[src/rtl/mem_access_ctrl.sv]
// Load/store bus sequencer: req/ack transaction, byte lanes, load extension.
// Optional MEM_TIMEOUT_EN aborts a BUSY access after TIMEOUT_CYC cycles.
module mem_access_ctrl #(
    parameter int unsigned TIMEOUT_CYC = 255
) (
    input  logic        clk,
    input  logic        rst_n,
    input  logic        i_memReq,
    input  logic        i_memWrite,
    input  logic [2:0]  i_funct3,
    input  logic [31:0] i_addr,
    input  logic [31:0] i_wdata,
    output logic        o_stall,
    output logic        o_done,
    output logic [31:0] o_rdata,
    output logic        o_fault,
    output logic        o_timeout,
    output logic        o_bus_req,
    output logic        o_bus_we,
    output logic [31:0] o_bus_addr,
    output logic [3:0]  o_bus_be,
    output logic [31:0] o_bus_wdata,
    input  logic        i_bus_ack,
    input  logic [31:0] i_bus_rdata
);

    typedef enum logic [1:0] {
        IDLE,
        BUSY,
        DONE
    } state_t;

    state_t      state_q;
    state_t      state_d;
    logic        legal;
    logic        accept;
    logic        expire;
    logic [3:0]  be;
    logic [31:0] wdata_rep;
    logic [31:0] lane;
    logic [31:0] load_ext;

    logic        we_q;
    logic [2:0]  f3_q;
    logic [31:0] addr_q;
    logic [3:0]  be_q;
    logic [31:0] wdata_q;
    logic [31:0] rdata_q;

    always_comb begin
        legal = 1'b0;
        unique case (1'b1)
            (i_funct3[1:0] == 2'b00):
                legal = !(i_memWrite && i_funct3[2]);
            (i_funct3[1:0] == 2'b01):
                legal = !i_addr[0] && !(i_memWrite && i_funct3[2]);
            (i_funct3 == 3'b010):
                legal = (i_addr[1:0] == 2'b00);
            default:
                legal = 1'b0;
        endcase
    end

    always_comb begin
        be        = 4'b1111;
        wdata_rep = i_wdata;
        unique case (i_funct3[1:0])
            2'b00: begin
                be        = 4'b0001 << i_addr[1:0];
                wdata_rep = {4{i_wdata[7:0]}};
            end
            2'b01: begin
                be        = 4'b0011 << {i_addr[1], 1'b0};
                wdata_rep = {2{i_wdata[15:0]}};
            end
            default: begin
                be        = 4'b1111;
                wdata_rep = i_wdata;
            end
        endcase
    end

    // Reset also masks the stall so the core is never held while in reset.
    assign accept = rst_n && (state_q == IDLE) && i_memReq && legal;

    always_comb begin
        lane     = i_bus_rdata >> {addr_q[1:0], 3'b000};
        load_ext = lane;
        unique case (f3_q)
            3'b000:  load_ext = {{24{lane[7]}}, lane[7:0]};
            3'b100:  load_ext = {24'h0, lane[7:0]};
            3'b001:  load_ext = {{16{lane[15]}}, lane[15:0]};
            3'b101:  load_ext = {16'h0, lane[15:0]};
            default: load_ext = lane;
        endcase
    end

`ifdef MEM_TIMEOUT_EN
    localparam int CW = ($clog2(TIMEOUT_CYC + 1) > 8) ?
                        $clog2(TIMEOUT_CYC + 1) : 8;

    logic [CW-1:0] cnt_q;
    logic          to_q;

    always_ff @(posedge clk) begin
        if (!rst_n) begin
            cnt_q <= '0;
            to_q  <= 1'b0;
        end else begin
            to_q <= expire;
            if (accept)
                cnt_q <= '0;
            else if (state_q == BUSY && !i_bus_ack)
                cnt_q <= cnt_q + 1'b1;
        end
    end

    // An ack arriving in the expiry cycle completes normally.
    assign expire = (state_q == BUSY) && !i_bus_ack &&
                    (cnt_q == CW'(TIMEOUT_CYC - 1));
    assign o_timeout = (state_q == DONE) && to_q;
`else
    assign expire    = 1'b0;
    assign o_timeout = 1'b0 & (TIMEOUT_CYC != 0);
`endif

    always_ff @(posedge clk) begin
        if (!rst_n)
            state_q <= IDLE;
        else
            state_q <= state_d;
    end

    always_comb begin
        state_d = state_q;
        unique case (state_q)
            IDLE:    if (accept) state_d = BUSY;
            BUSY:    if (i_bus_ack || expire) state_d = DONE;
            DONE:    state_d = IDLE;
            default: state_d = IDLE;
        endcase
    end

    always_ff @(posedge clk) begin
        if (!rst_n) begin
            we_q    <= 1'b0;
            f3_q    <= 3'b000;
            addr_q  <= '0;
            be_q    <= '0;
            wdata_q <= '0;
            rdata_q <= '0;
        end else begin
            if (accept) begin
                we_q    <= i_memWrite;
                f3_q    <= i_funct3;
                addr_q  <= i_addr;
                be_q    <= be;
                wdata_q <= wdata_rep;
            end
            if (state_q == BUSY && i_bus_ack && !we_q)
                rdata_q <= load_ext;
            else if (expire && !we_q)
                rdata_q <= '0;
        end
    end

    always_comb begin
        o_bus_req   = (state_q == BUSY);
        o_bus_we    = o_bus_req && we_q;
        o_bus_addr  = o_bus_req ? {addr_q[31:2], 2'b00} : 32'h0;
        o_bus_be    = o_bus_req ? be_q : 4'h0;
        o_bus_wdata = o_bus_req ? wdata_q : 32'h0;
        o_stall     = accept || o_bus_req;
        o_done      = (state_q == DONE);
        o_fault     = (state_q == IDLE) && i_memReq && !legal;
        o_rdata     = rdata_q;
    end

endmodule

[config.mk]
export PLATFORM = sky130hd
export DESIGN_NAME = mem_access_ctrl
export DESIGN_NICKNAME = d
export VERILOG_FILES = /design/src/rtl/mem_access_ctrl.sv
export SDC_FILE = /design/constraint.sdc
export NUM_CORES = 1
export LEC_CHECK = 0
export BUFFER_PORTS_ARGS = -buffer_cell sky130_fd_sc_hd__buf_4
export CAP_MARGIN = 10
export CORE_ASPECT_RATIO = 1.5
export CORE_UTILIZATION = 53
export CTS_CLUSTER_SIZE = 16
export DETAILED_ROUTE_END_ITERATION = 8
export MAX_ROUTING_LAYER = met4
export PLACE_DENSITY = 0.86
export SYNTH_ARGS = -nofsm -noshare
export SYNTH_HDL_FRONTEND = slang
export SYNTH_SLANG_ARGS = --single-unit
[constraint.sdc]
create_clock -name clk -period 2.98 [get_ports clk]
set_input_delay 0.596 -clock clk [delete_from_list [all_inputs] [get_ports clk]]
set_output_delay 0.596 -clock clk [all_outputs]
set_load 0.005 [all_outputs]
==> flow_summary_export.csv, run 1 <==
group,metric,value,unit
timing,setup_tns,0,ns
final_layout,antenna_cells,0,
yosys,syn_area,5355,sq um
worst_hold_path,whs_endpoint,"addr_q[30]",
die,initial_core_util,54.96,%
timing,setup_violations,0,
die,core_area,9744,sq um
power,seqPwrFrac,46.2,%
setup_path,required,2.38,ns
detailed_routing,wl_per_cell,16.41,microns
detailed_routing,vias_per_cell,5.578,
timing,worst_pin_slew,0.7571,ns
yosys,synth_seq_cells,106,
setup_path,r2r_start,"addr_q[1]",
timing,finalCriticalPeriod,2.390,ns
die,row_count,44,
timing,report.final.hold_viol_count,0,
clock_tree,clkTransAtPathRegs,0.07,ns
final_layout,drive_gt1_share,38.39,%
setup_path,r2r-end,"o_rdata[9]",
grt,first_global_vias,5001,
timing,timing.final.crit_share,80.21,%
final_layout,fin_util,74.31,%
clock_tree,cts.sinks,106,
clock_tree,cts_tree,"done",
power,power_leakage,3.297,nW
setup_path,critPathArrivalTime,1.79,ns
yosys,ys_warn_count,0,
setup_path,r2r_slack,1.01,ns
yosys,ys.flop_type,"dfxtp_1",
setup_path,start_kind,"register",
placed_design,io_buffers,206,
grt,overflow,0,
timing,fin_skew,0.008065,ns
timing,grt_setup_unrepaired,"false",
timing,finalMaxSlewViolations,0,
detailed_routing,drt-initial-drc-count,311,
yosys,synthArstFlopShare,0,%
timing,slew_headroom,49.37,%
die,die_h,125.1,microns
die,die-width,84.08,microns
worst_hold_path,worstHoldStart,"i_addr[30]",
grt,grt_pass1_wl,24.23,mm
final_layout,layout.nets,904,
power,internal_power,2.514,mW
die,ioPinCount,210,
power,power_frac_clock,41.0,%
power,p_per_area,452.5,nW/um^2
power,netSwitchingPower,0.7627,mW
detailed_routing,detail-route-antenna-nets,0,
clock_tree,cts_buffers,9,
clock_tree,htree_levels,3,
clock_tree,hold_buffers,0,
grt,grt_max_degree,72,
setup_path,cp-end-kind,"output port",
clock_tree,clock_path_buffers,2,
power,switching_share,23.28,%
final_layout,regArea,2122,sq um
grt,grtUsageTotal,29.60,%
yosys,synth_cells,626,
outcome,outcome,"finished, violations left",
placed_design,post-dp-hpwl,10.98,mm
final_layout,fill_cells,727,
outcome,violations,"design-rule violations",
die,die-area,10520,sq um
yosys,synth_edf_count,0,
yosys,avgSynthCellArea,8.555,sq um
detailed_routing,drc,34,
worst_hold_path,hold_path_depth,3,
flow_run,drv_cap,0,
worst_hold_path,hold_class,"in2reg",
clock_tree,cts_resized,0,
setup_path,crit_path_max_fanout,71,
power,p_comb_share,12.8,%
timing,fmax,418.4,MHz
detailed_routing,routed_wl,15.09,mm
grt,antenna_found_initial,0,
clock_tree,clk_latency,0.35,ns
detailed_routing,num_vias,5132,
yosys,yosysUniqueCellTypes,41,
final_layout,area_delta_synth_final,35.21,%
final_layout,multi_input_area,2982,sq um
setup_path,path_class,"reg2out",
clock_tree,cts-root-buf,"clkbuf_16",
placed_design,place_congestion,0.9118,
power,max-vdd-ir-drop,0.4603,mV
setup_path,r2r_cells,5,
clock_tree,cts_setup_buffers,0,
detailed_routing,firstDrtPassIters,8,
yosys,yosysSeqAreaShare,39.63,%
==> stage by stage <==
stage | total power [mW] | instance area [sq um] | hold WS (ns) | instances | setup slack (ns)
2_1_floorplan | 1.763 | 5363 | 0.4253 | 628 | 0.7711
3_5_place_dp | 1.962 | 6892 | 0.4405 | 904 | 0.6553
5_1_grt | 3.391 | 7241 | 0.4361 | 920 | 0.4731
6_report | 3.276 | 7241 | 0.4297 | 920 | 0.5898
3_3_place_gp | 1.949 | 6892 | 0.4342 | 904 | 0.6653
4_1_cts | 3.298 | 7241 | 0.4230 | 920 | 0.5893
==> worst max-delay path, cell delays in order (launching register included) <==
cell and delay (ns):
dfxtp_1 0.41, nor2b_4 0.19, buf_4 0.47, and2_1 0.24, buf_4 0.12
==> state kept, by name, summed over array words and instances (netlist names) <==
| signal | count |
|---|---|
| we_q | 1 |
| be_q | 4 |
| state_q | 2 |
| o_rdata | 32 |
| wdata_q | 32 |
| addr_q | 32 |
| f3_q | 3 |
==> layer usage <==
| layer | global-route usage [%] | part of all wire, % | routed length [microns] | vias to the layer above |
|---|---|---|---|---|
| met5 | - | 0 | 0 | - |
| met4 | 17.95 | 5.1 | 764 | 0 |
| met3 | 4.026 | 6.2 | 931 | 48 |
| met2 | 50.87 | 51 | 7742 | 238 |
| met1 | 32.15 | 37 | 5655 | 2382 |
| li1 | - | - | - | 2464 |
==> Yosys cell counts, types with 2 or more instances <==
library cell  count  area share (%)
a21boi_0          9             1.3
a21oi_1          19             1.8
and2_1           67             7.8
buf_1             8            0.56
buf_2            13             1.2
buf_4             3            0.42
buf_6             6             1.3
clkbuf_1         26             1.8
dfxtp_1         106              40
mux2_2           15             3.2
mux2i_1          35             6.5
nand2_1         135             9.5
nand2b_1          4            0.47
nand3_1          22             2.1
nand3_2          49             9.2
nor2_1           13            0.91
nor2b_1           7            0.82
nor4bb_1          2            0.37
o211ai_1         15             2.1
o21ai_0          36             3.4
o21ai_1           2            0.19
o22ai_1           8            0.93
o2bb2ai_1         8             1.3
==> worst max-delay path by stage <==
stage                start              end  slack (ns)
4_1_cts         state_q[0]  o_bus_wdata[23]        0.59
6_report        state_q[0]   o_bus_addr[16]        0.59
5_1_grt         state_q[0]   o_bus_addr[16]        0.47
3_3_place_gp     i_addr[0]          o_stall        0.67
3_5_place_dp     i_addr[0]          o_stall        0.66
2_1_floorplan  i_funct3[0]          o_stall        0.77
==> kinds of logic (layout without fill, tap and decap cells) <==
| kind of cell | Yosys count | in the layout | share of synthesized area, % |
|---|---|---|---|
| and+or+nand+nor | 303 | 303 | 31.78 |
| other | 1 | 3 | 0.07003 |
| muxes | 51 | 51 | 10.12 |
| AOI/OAI and AO/OA | 106 | 106 | 12.90 |
| DFF | 106 | 106 | 39.63 |
| buffers and inverters | 59 | 236 | 5.514 |
==> power groups by stage <==
stage | clock (mW) | combinational [mW] | sequential (mW)
floorplan | 0 | 0.228 | 1.53
global placement | 0 | 0.406 | 1.54
detailed placement | 0 | 0.416 | 1.55
CTS | 1.37 | 0.419 | 1.51
global route | 1.41 | 0.456 | 1.52
finish | 1.34 | 0.419 | 1.51
==> cell usage in the layout, fill, tap and decap left out, drive strengths merged <==
master and count:
nand2 135, o211ai 15, nand2b 4, buf 218, a21bo 1, and4 1, mux4 1, clkbuf 13
or4 1, a221o 1, nor2b 7, nand3 71, dfxtp 106, o21ai 39, nand3b 1, a31o 1
a21oi 19, a22oi 1, inv 1, nor2 13, bufinv 2, o2bb2ai 8, conb 3, o22ai 8
clkinv 2, a311oi 1, a31oi 1, o41ai 1, mux2 15, nor4bb 2, and2 67, mux2i 35
and3 1, a21boi 10
==> final cells by class <==
class | count | area share, %
clock inverters | 3 | 0.9504
clock buffers | 13 | 3.871
flip-flops and latches | 106 | 29.31
repair buffers | 218 | 22.60
inverters | 2 | 0.1037
multi-input cells | 463 | 41.18
well taps | 115 | 1.987
Power figures use the tool's default switching activity.
==> inputs of run 2 (changes only) <==
--- a/config.mk
+++ b/config.mk
@@ -5,14 +5,15 @@
 export SDC_FILE = /design/constraint.sdc
 export NUM_CORES = 1
 export LEC_CHECK = 0
+export ABC_AREA = 1
 export BUFFER_PORTS_ARGS = -buffer_cell sky130_fd_sc_hd__buf_4
 export CAP_MARGIN = 10
 export CORE_ASPECT_RATIO = 1.5
-export CORE_UTILIZATION = 53
+export CORE_UTILIZATION = 50
 export CTS_CLUSTER_SIZE = 16
 export DETAILED_ROUTE_END_ITERATION = 8
 export MAX_ROUTING_LAYER = met4
-export PLACE_DENSITY = 0.86
+export PLACE_DENSITY = 0.81
 export SYNTH_ARGS = -nofsm -noshare
 export SYNTH_HDL_FRONTEND = slang
 export SYNTH_SLANG_ARGS = --single-unit
==> constraint.sdc (replaced) <==
create_clock -name clk -period 2.35 [get_ports clk]
set_input_delay 0.47 -clock clk [delete_from_list [all_inputs] [get_ports clk]]
set_output_delay 0.47 -clock clk [all_outputs]
set_load 0.005 [all_outputs]
==> run 2 against run 1 <==
The run now ends clean. Sequential share of layout area is 0.88 points lower. Cell area increased by 3.1%. Total power is 22% higher. Final cell count grew 35%. Sequential power increased by 25%. Utilization shrank 6.4 points. Critical endpoint is now o_stall.
==> flow_summary_export.csv, run 2 <==
group,metric,value,unit
grt,antenna_found_initial,0,
timing,timing.final.crit_share,90.83,%
clock_tree,cts_tree,"done",
clock_tree,cts-root-buf,"clkbuf_16",
detailed_routing,drc,0,
setup_path,required,1.88,ns
outcome,outcome,"finished clean",
clock_tree,cts_setup_buffers,0,
yosys,synth_seq_cells,106,
clock_tree,clock_path_buffers,2,
detailed_routing,detail-route-antenna-nets,0,
power,power_leakage,3.624,nW
power,max-vdd-ir-drop,0.3611,mV
setup_path,critPathBufInv,3,
grt,overflow,0,
yosys,synth_edf_count,0,
setup_path,cp-end-kind,"output port",
clock_tree,cts_buffers,9,
setup_path,max_stage_delay,0.37,ns
clock_tree,hold_buffers,0,
grt,grt_pass1_wl,26.11,mm
detailed_routing,vias_per_cell,4.984,
yosys,yosysSeqAreaShare,37.66,%
setup_path,crit_path_cell_trace,"inv_1 -> nand2_2 -> buf_4 -> nand2_1 -> buf_4",
die,core_area,11000,sq um
grt,grtUsageTotal,29.44,%
placed_design,post-dp-hpwl,12.28,mm
placed_design,io_buffers,206,
clock_tree,clkTransAtPathRegs,0.07,ns
yosys,syn_area,5635,sq um
placed_design,place_inst,1226,
yosys,synthArstFlopShare,0,%
timing,setup_tns,0,ns
power,p_per_area,537.3,nW/um^2
grt,grt_max_degree,54,
power,total_power,4.012,mW
die,die_h,132.0,microns
final_layout,fin_area,7466,sq um
yosys,ys_warn_count,0,
detailed_routing,firstDrtPassIters,5,
final_layout,drive_gt1_share,23.11,%
placed_design,place_congestion,0.9184,
setup_path,crit_family,"buffers and inverters",
timing,fin_skew,0.006065,ns
timing,worst_pin_slew,0.5923,ns
yosys,avgSynthCellArea,6.152,sq um
clock_tree,cts.sinks,106,
timing,finalCriticalPeriod,2.135,ns
setup_path,start_kind,"register",
timing,slew_headroom,60.52,%
timing,fmax,468.5,MHz
timing,finalMaxSlewViolations,0,
die,ioPinCount,210,
final_layout,layout.cells.non_filler,1242,
setup_path,cp_slowest_cell,"buf_4",
die,die-width,88.68,microns
placed_design,place_area,7164,sq um
timing,fin_hold_ws,0.3150,ns
worst_hold_path,hold_class,"in2reg",
yosys,yosysUniqueCellTypes,24,
setup_path,cpMostUsedCell,"buf_4",
detailed_routing,num_vias,6190,
final_layout,antenna_cells,0,
final_layout,final_common_cell,"nand2_1",
setup_path,crit_path_max_fanout,26,
detailed_routing,wl_per_cell,13.31,microns
die,row_count,47,
final_layout,layout.nets,1194,
yosys,ys.flop_type,"dfxtp_1",
timing,worst_slack,0.2155,ns
final_layout,fin_util,67.89,%
die,die-area,11710,sq um
final_layout,area_delta_synth_final,32.48,%
placed_design,place_ws,0.3716,ns
final_layout,mostFrequentLayoutCells,"nand2_1, buf_4, nor2_1",
clock_tree,cts_resized,0,
yosys,synth_cells,916,
clock_tree,clk_latency,0.34,ns
yosys,synth_area_leaders,"dfxtp_1, nand2_1, nor2_1",
detailed_routing,routed_wl,16.54,mm
yosys,synth.top_cell.area_share,37.66,%
die,initial_core_util,51.25,%
yosys,synth_top_area_cell,"dfxtp_1",
detailed_routing,drt-initial-drc-count,330,
clock_tree,htree_levels,3,
timing,grt_setup_unrepaired,"false",
timing,report.final.hold_viol_count,0,
timing,setup_violations,0,
yosys,yosysMostFrequentCell,"nand2_1",
setup_path,critPathArrivalTime,1.66,ns
grt,first_global_vias,5509,
setup_path,path_class,"reg2out",
flow_run,drv_cap,0,
yosys,ys_top_cells_by_count,"nand2_1, nor2_1, inv_1",
-- run 2: area by class of cell --
type / count / area [sq um]
Sequential cell: 106 / 2122
Tap cell: 147 / 183.9
Clock buffer: 10 / 229.0
Inverter: 121 / 456.7
Multi-Input combinational cell: 630 / 2710
Timing Repair Buffer: 222 / 1692
Clock inverter: 6 / 72.57
Fill cell: 1056 / 3531
-- run 2: cell families after synthesis --
| kind of cell | count (synthesis) | share of synthesized area [%] |
|---|---|---|
| flops | 106 | 37.66 |
| buf+inv | 182 | 14.43 |
| simple gates | 546 | 40.34 |
| compound gates | 81 | 7.504 |
| other cells | 1 | 0.06654 |
-- run 2: report_power, final --
part / internal [mW] / leakage [nW] / switching [mW] / total (mW)
Clock: 0.843 / 0.149 / 0.692 / 1.53
Combinational: 0.250 / 2.62 / 0.339 / 0.589
Sequential: 1.86 / 0.859 / 0.0326 / 1.89
-- run 2: final timing paths --
| check | from | cells past startpoint | end | slack (ns) |
|---|---|---|---|---|
| max | state_q[1] | 5 | o_stall | 0.22 |
| min | i_addr[27] | 3 | addr_q[27] | 0.32 |
| max reg2reg | addr_q[0] | 7 | o_rdata[19] | 0.48 |
| min reg2reg | addr_q[8] | 2 | addr_q[8] | 0.46 |
-- run 2: per-layer routing --
layer	GRT usage, %	vias up	wire, microns
met4	16.76	0	879
met5	-	-	0
met2	50.68	256	8614
met3	3.569	63	871
met1	31.71	2723	6169
li1	-	3148	-
-- run 2: tightest hold or removal path: cells and delay by family --
family,cells,cell delay (ns)
buf+inv,1,0.07
simple gates,2,0.09
==> inputs of run 3 (changes only) <==
--- a/config.mk
+++ b/config.mk
@@ -9,11 +9,10 @@
 export BUFFER_PORTS_ARGS = -buffer_cell sky130_fd_sc_hd__buf_4
 export CAP_MARGIN = 10
 export CORE_ASPECT_RATIO = 1.5
-export CORE_UTILIZATION = 50
+export CORE_UTILIZATION = 38
 export CTS_CLUSTER_SIZE = 16
 export DETAILED_ROUTE_END_ITERATION = 8
 export MAX_ROUTING_LAYER = met4
-export PLACE_DENSITY = 0.81
 export SYNTH_ARGS = -nofsm -noshare
 export SYNTH_HDL_FRONTEND = slang
 export SYNTH_SLANG_ARGS = --single-unit
==> run 3 against run 2 <==
Maximum frequency down 0.83%. Count of clock-buffer cells in the layout down 1. Total power down 3.3%. First-iteration DRC count down 25%. Via count down 1.9%. Critical endpoint unchanged. Largest cell class unchanged.
==> flow_summary_export.csv, run 3 (synthesis results as in run 2) <==
group,metric,value,unit
timing,fmax,464.6,MHz
final_layout,mostFrequentLayoutCells,"nand2_1, buf_4, nor2_1",
clock_tree,cts_buffers,9,
detailed_routing,num_vias,6070,
die,die-area,15330,sq um
clock_tree,clkTransAtPathRegs,0.07,ns
clock_tree,cts.sinks,106,
grt,grtUsageTotal,23.81,%
final_layout,fin_area,7488,sq um
clock_tree,clk_latency,0.34,ns
timing,finalCriticalPeriod,2.152,ns
setup_path,critPathArrivalTime,1.68,ns
detailed_routing,routed_wl,17.66,mm
detailed_routing,wl_per_cell,13.68,microns
setup_path,r2r_cells,7,
grt,antenna_found_initial,0,
clock_tree,cts_tree,"done",
timing,finalMaxSlewViolations,0,
setup_path,cpMostUsedCell,"nand2_1",
timing,grt_setup_unrepaired,"false",
setup_path,cp-end-kind,"output port",
placed_design,post-dp-hpwl,13.05,mm
clock_tree,cts-root-buf,"clkbuf_16",
power,power_leakage,3.604,nW
die,row_count,54,
detailed_routing,vias_per_cell,4.702,
detailed_routing,drc,0,
setup_path,r2r-end,"o_rdata[22]",
clock_tree,htree_levels,3,
die,die_h,151.1,microns
die,initial_core_util,38.79,%
power,max-vdd-ir-drop,0.3230,mV
setup_path,cp-startpoint,"state_q[0]",
grt,first_global_vias,5591,
die,die-width,101.4,microns
final_layout,area_delta_synth_final,32.88,%
setup_path,crit_path_cell_trace,"nor2_1 -> nand2_1 -> nor2_8 -> nand3_2 -> nand2_1 -> buf_4",
worst_hold_path,worstHoldStart,"i_addr[26]",
flow_run,drv_cap,0,
die,core_area,14530,sq um
clock_tree,clock_path_buffers,2,
timing,fin_skew,0.005584,ns
timing,slew_headroom,52.48,%
timing,setup_violations,0,
setup_path,required,1.88,ns
die,ioPinCount,210,
placed_design,place_congestion,0.8897,
grt,grt_max_degree,54,
timing,worst_pin_slew,0.7118,ns
power,p_per_area,518.2,nW/um^2
setup_path,cp_slowest_cell,"dfxtp_1",
setup_path,path_class,"reg2out",
placed_design,place_area,7221,sq um
timing,timing.final.crit_share,91.59,%
setup_path,r2r_slack,0.47,ns
outcome,outcome,"finished clean",
timing,report.final.hold_viol_count,0,
detailed_routing,firstDrtPassIters,4,
setup_path,crit_path_max_fanout,19,
grt,overflow,0,
final_layout,drive_gt1_share,23.20,%
worst_hold_path,hold_class,"in2reg",
worst_hold_path,hold_path_depth,3,
final_layout,antenna_cells,0,
setup_path,start_kind,"register",
grt,grt_pass1_wl,27.39,mm
clock_tree,hold_buffers,0,
final_layout,final_common_cell,"nand2_1",
timing,setup_tns,0,ns
clock_tree,cts_setup_buffers,0,
detailed_routing,detail-route-antenna-nets,0,
setup_path,crit_path_end,"o_stall",
clock_tree,cts_resized,0,
detailed_routing,drt-initial-drc-count,246,
setup_path,r2r_start,"addr_q[0]",
final_layout,layout.nets,1195,
placed_design,io_buffers,206,
setup_path,max_stage_delay,0.33,ns
[run 3: changes by cell type in the layout (fill, tap and decap cells not counted), sizes merged]
| cell | before | now |
|---|---|---|
| buf | 222 | 223 |
| inv | 124 | 123 |
| clkinvlp | 0 | 2 |
| clkbuf | 10 | 9 |
| bufinv | 1 | 0 |
[run 3: area by class of cell]
cell class              instances  area [sq um]
flip-flops and latches        106          2122
clock buffers                   9         225.2
clock inverters                 6         42.54
repair buffers                223          1687
multi-input cells             630          2710
inverters                     121         456.7
fillers                      1586          7038
well taps                     196         245.2
[run 3: worst max-delay path, delay by kind of cell (launching register included)]
kind / cells / cell delay [ns]
buffers and inverters: 1 / 0.11
and+or+nand+nor: 5 / 0.89
DFF: 1 / 0.33
[run 3: layer usage]
layer,global-route usage [%],share of wire (%),up-vias
met4,11.59,4.1,0
met3,2.953,4.4,39
met1,25.68,40,2698
met5,-,0,-
li1,-,-,3154
met2,42.69,52,179
[run 3: power by group]
part / internal [mW] / switching (mW)
clock: 0.717 / 0.679
combinational: 0.250 / 0.347
sequential: 1.86 / 0.0310
[run 3: stage by stage]
step / utilization (%) / hold WS (ns) / instances / worst slack (ns) / power (mW)
final: 51.55 / 0.3150 / 1291 / 0.1975 / 3.880
after floorplan: - / 0.4390 / 918 / 0.5772 / 2.262
after global routing: 51.55 / 0.3134 / 1291 / 0.05819 / 4.082
after global placement: 49.71 / 0.4502 / 1276 / 0.3975 / 2.524
after CTS: 51.55 / 0.3019 / 1291 / 0.1634 / 3.945
after detailed placement: 49.71 / 0.4525 / 1276 / 0.3732 / 2.526
[run 3: how the worst min path moves through the flow]
stage / endpoint
floorplan: wdata_q[5]
global placement: wdata_q[17]
detailed placement: wdata_q[20]
CTS: addr_q[28]
global route: addr_q[2]
finish: addr_q[26]
